[config.mk]
export PLATFORM = sky130hd
export DESIGN_NAME = pipe_stage_buf
export DESIGN_NICKNAME = d
export VERILOG_FILES = /design/src/rtl/pipe_pkg.sv /design/src/rtl/pipe_entry.sv /design/src/rtl/pipe_stage_buf.sv
export SDC_FILE = /design/constraint.sdc
export NUM_CORES = 1
export LEC_CHECK = 0
export CAP_MARGIN = 20
export CORE_UTILIZATION = 53
export CTS_CLUSTER_DIAMETER = 200
export CTS_CLUSTER_SIZE = 14
export DETAILED_ROUTE_END_ITERATION = 16
export PLACE_DENSITY_LB_ADDON = 0.25
export RECOVER_POWER = 100
export SLEW_MARGIN = 20
export SYNTH_ARGS = -nofsm -noshare
export SYNTH_HDL_FRONTEND = slang
export SYNTH_SLANG_ARGS = --single-unit
[constraint.sdc]
create_clock -name clk -period 10.1 [get_ports clk]
set_input_delay 2.02 -clock clk [delete_from_list [all_inputs] [get_ports clk]]
set_output_delay 2.02 -clock clk [all_outputs]
set_load 0.03 [all_outputs]
[src/rtl/pipe_pkg.sv]
// rtl/pipe_pkg.sv - shared state encoding and defaults for pipeline stage buffers
package pipe_pkg;

  localparam int PIPE_DW_DEFAULT = 104;

  // Encoding equals the number of held words, so occupancy is the state itself.
  typedef enum logic [1:0] {
    ST_EMPTY = 2'd0,
    ST_ONE   = 2'd1,
    ST_TWO   = 2'd2
  } buf_state_t;

endpackage

[src/rtl/pipe_entry.sv]
// rtl/pipe_entry.sv - enabled storage register with async reset and sync clear
module pipe_entry #(
  parameter int W = 105
) (
  input  logic         clk,
  input  logic         rst,
  input  logic         en,
  input  logic         clr,
  input  logic [W-1:0] d,
  output logic [W-1:0] q
);

  // Clear takes priority over load.
  always_ff @(posedge clk or posedge rst) begin
    if (rst) begin
      q <= '0;
    end else if (clr) begin
      q <= '0;
    end else if (en) begin
      q <= d;
    end
  end

endmodule

[src/rtl/pipe_stage_buf.sv]
// rtl/pipe_stage_buf.sv - two-entry skid buffer between pipeline stages with flush
module pipe_stage_buf
  import pipe_pkg::*;
#(
  parameter int DW           = PIPE_DW_DEFAULT,
  parameter int CLR_ON_FLUSH = 1
) (
  input  logic          clk,
  input  logic          rst,
  input  logic          in_valid,
  output logic          in_ready,
  input  logic [DW-1:0] in_data,
  input  logic          in_we,
  output logic          out_valid,
  input  logic          out_ready,
  output logic [DW-1:0] out_data,
  output logic          out_we,
  input  logic          flush,
  output logic [1:0]    occ
);

  localparam logic CLR = (CLR_ON_FLUSH != 0);

  buf_state_t  state_q;
  buf_state_t  state_d;
  logic        out_valid_q;
  logic        in_ready_q;
  logic        accept;
  logic        pop;
  logic        head_en;
  logic        skid_en;
  logic        entry_clr;
  logic [DW:0] head_d;
  logic [DW:0] head_q;
  logic [DW:0] skid_q;

  assign accept = in_valid & in_ready_q;
  assign pop    = out_valid_q & out_ready;

  always_comb begin
    state_d = state_q;
    if (flush) begin
      state_d = ST_EMPTY;
    end else begin
      unique case (state_q)
        ST_EMPTY: if (accept) state_d = ST_ONE;
        ST_ONE: begin
          if (accept && !pop) state_d = ST_TWO;
          else if (!accept && pop) state_d = ST_EMPTY;
        end
        ST_TWO:   if (pop) state_d = ST_ONE;
        default:  state_d = ST_EMPTY;
      endcase
    end
  end

  // Ready/valid are registered from the next state so in_ready has no path from out_ready.
  always_ff @(posedge clk or posedge rst) begin
    if (rst) begin
      state_q     <= ST_EMPTY;
      out_valid_q <= 1'b0;
      in_ready_q  <= 1'b1;
    end else begin
      state_q     <= state_d;
      out_valid_q <= (state_d != ST_EMPTY);
      in_ready_q  <= (state_d != ST_TWO);
    end
  end

  // Head takes the incoming word when empty or being vacated, or the skid word when full and popping.
  always_comb begin
    head_en = 1'b0;
    skid_en = 1'b0;
    head_d  = {in_we, in_data};
    if (!flush) begin
      unique case (state_q)
        ST_EMPTY: head_en = accept;
        ST_ONE: begin
          head_en = accept && pop;
          skid_en = accept && !pop;
        end
        ST_TWO: begin
          head_en = pop;
          head_d  = skid_q;
        end
        default: ;
      endcase
    end
  end

  assign entry_clr = flush & CLR;

  pipe_entry #(.W(DW + 1)) u_head (
    .clk (clk),
    .rst (rst),
    .en  (head_en),
    .clr (entry_clr),
    .d   (head_d),
    .q   (head_q)
  );

  pipe_entry #(.W(DW + 1)) u_skid (
    .clk (clk),
    .rst (rst),
    .en  (skid_en),
    .clr (entry_clr),
    .d   ({in_we, in_data}),
    .q   (skid_q)
  );

  assign in_ready  = in_ready_q;
  assign out_valid = out_valid_q;
  assign out_data  = head_q[DW-1:0];
  assign out_we    = head_q[DW] & out_valid_q;
  assign occ       = state_q;

endmodule

==> flow_summary_export.csv <==
group,metric,value,unit
clock_tree,clock_sinks,214,
clock_tree,path_clk_slew,0.07,ns
global_routing,grt_max_degree,116,
routing,firstDrtPassIters,6,
min_path,min_path_type,"flip-flop to flip-flop",
die,die_h,148,microns
die,initial_utilization,54.9,%
logic_synthesis,syn_area,11300,sq um
global_routing,grt_pass1_wl,47300,microns
sta,rsz0062_at_grt,"false",
sta,finalMaxSlewViolations,368,
final_layout,final_nets,1230,
routing,via_count,8941,
run_status,violations,"capacitance limit, slew limit",
clock_tree,insertion_delay,0.48,ns
sta,fin_crit_sh,63.5,%
logic_synthesis,syn_avg_cell_area,10.1,sq um
clock_tree,tritoncts,"done",
clock_tree,cts_buffers,19,
sta,setup_tns,0,ns
job,cap_violations,4,
placement,dp_hpwl,15900,microns
logic_synthesis,syn_inst,1113,
routing,final_antenna_net_count,0,
global_routing,overflow,0,
power,seqPwrFrac,43.5,%
final_layout,final_common_cell,"dfrtp_1",
logic_synthesis,ys_warn_count,0,
placement,gp_congestion,0.727,
critical_path,required,10.43,ns
final_layout,final_cell_mix,"213 x dfrtp_1, 112 x dlygate4sd3_1, 109 x a21oi_1",
routing,routed_via_density,6.39,
sta,max_slew.worst_pin.slew,5.16,ns
final_layout,syn_to_final_growth,16.1,%
run_status,outcome,"complete, but fails checks",
critical_path,critPathMaxStageDelay,3.17,ns
clock_tree,cts_resized,0,
final_layout,n_fill_cell,1688,
power,power,2260,uW
clock_tree,clk_path_buf_depth,3,
power,peakVddDrop,117,uV
die,num_rows,52,
routing,first_iter_violations,815,
final_layout,drive_gt1_share,3.82,%
power,p_int,1500,uW
placement,io_buffers,218,
power,p_per_area,173,nW/um^2
clock_tree,cts_hold_buf,0,
die,die_area,21800,sq um
power,p_comb_share,27.6,%
sta,max_freq,156,MHz
critical_path,critPathMaxFanout,105,
clock_tree,cts_root_buf,"clkbuf_16",
die,core_area,20500,sq um
logic_synthesis,syn_nets,1223,
routing,drc,0,
clock_tree,cts_max_level,1,
power,power_frac_clock,28.8,%
power,leakagePower,0.00585,uW
logic_synthesis,ys_seq_area_share,47.6,%
sta,fin_skew,0.0128,ns
sta,setup_viol,0,
global_routing,antenna_found_initial,2,
critical_path,crit_arrival,6.74,ns
critical_path,slowest_stage,"clkbuf_1",
power,p_sw_share,33.5,%
critical_path,criticalPathCategory,"input port to flip-flop",
critical_path,start_kind,"input port",
critical_path,crit_chain,"dlygate4sd3_1 > a21bo_4 > clkbuf_1 > o21ai_0 > a21oi_1",
global_routing,first_global_vias,8632,
critical_path,critical_path.endpoint_type,"flip-flop",
die,io_pins,219,
routing,wl_per_cell,21.1,microns
logic_synthesis,synth-seq-cells,214,
sta,hold_violations,0,
clock_tree,post-cts-setup-buffers,0,
sta,slew_headroom,-244,%
sta,period_minus_slack,6.41,ns
power,power.switching,756,uW
global_routing,track_usage,26.7,%
routing,wl,29600,microns
logic_synthesis,synth_cell_types,27,
die,die_x,148,microns
==> registers in the layout, summed over array words and instances, names as in the netlist <==
name,cells
out_valid,1
occ,2
in_ready,1
u_head.q,105
u_skid.q,105
==> cells in the mapped netlist <==
master / n / share of area [%]
dfstp_2: 1 / 0.23
and4b_1: 1 / 0.089
and3b_1: 1 / 0.078
a21bo_2: 2 / 0.18
a221oi_1: 1 / 0.078
a221o_1: 1 / 0.089
buf_1: 6 / 0.20
a21oi_1: 109 / 4.8
inv_1: 1 / 0.033
a211oi_1: 105 / 7.0
and2_1: 2 / 0.11
a21o_1: 1 / 0.067
a211o_1: 1 / 0.078
nand2_1: 2 / 0.067
buf_4: 104 / 6.9
buf_2: 19 / 0.84
mux2i_1: 105 / 9.3
o21ai_0: 105 / 4.7
nand3b_1: 1 / 0.067
nand3_1: 105 / 4.7
buf_6: 9 / 0.90
a2111oi_0: 105 / 8.2
nand2b_1: 2 / 0.11
nor4bb_1: 1 / 0.089
a21boi_0: 1 / 0.067
dfrtp_1: 213 / 47
clkbuf_1: 109 / 3.6
==> cells by family after synthesis <==
| logic type | synth area share [%] |
|---|---|
| muxes | 9.34 |
| and+or+nand+nor | 5.28 |
| AOI/OAI and AO/OA | 25.2 |
| DFF | 47.6 |
| buffers and inverters | 12.5 |
==> power by group through the flow <==
stage	clock, uW	combinational [uW]	sequential, uW
2_1_floorplan	0	492	983
3_3_place_gp	0	635	1000
3_5_place_dp	0	647	1000
4_1_cts	664	647	986
5_1_grt	697	668	993
6_report	651	624	984
==> final cells by class <==
type	count	area, sq um	area share (%)
Timing Repair Buffer	233	2320	17.8
Multi-Input combinational cell	651	4520	34.6
Antenna cell	3	7.51	0.0575
Clock inverter	1	11.3	0.0862
Inverter	1	5.00	0.0383
Tap cell	270	338	2.59
Clock buffer	26	502	3.84
Sequential cell	214	5360	41.0
==> routing by layer <==
layer,vias up,wire [microns],global-route usage [%]
met2,339,13900,41.0
met1,4427,12900,39.2
met5,-,13,0
met4,2,602,7.53
met3,43,2120,4.17
li1,4130,-,-
==> worst max-delay path: cells and delay by family <==
family | cells | cell delay [ns]
buffers and inverters | 2 | 3.84
AO/OA/AOI/OAI | 3 | 0.84
==> worst paths after layout <==
kind                                    from            to  slack, ns  depth (start not counted)
worst min-delay path            u_skid.q[39]  u_skid.q[39]       0.54                          2
worst min register to register  u_skid.q[39]  u_skid.q[39]       0.54                          2
worst max-delay path               out_ready  u_skid.q[43]       3.69                          5
min in group asynchronous                rst  u_head.q[11]       3.30                          2
max in group asynchronous                rst  u_skid.q[89]       4.65                          3
worst max register to register        occ[0]  u_skid.q[43]       5.36                          4
==> stage by stage <==
stage / setup WS, ns / cells / instance area (sq um) / hold slack, ns / utilization, %
floorplan: 2.23 / 1113 / 11300 / 0.517 / -
global placement: 4.87 / 1367 / 12500 / 0.525 / 61.1
detailed placement: 4.78 / 1368 / 12600 / 0.533 / 61.3
CTS: 5.28 / 1395 / 13100 / 0.541 / 63.8
global route: 3.33 / 1397 / 13100 / 0.558 / 63.7
finish: 3.69 / 1399 / 13100 / 0.540 / 63.8
Note: power is estimated with default switching activity, not from simulation.
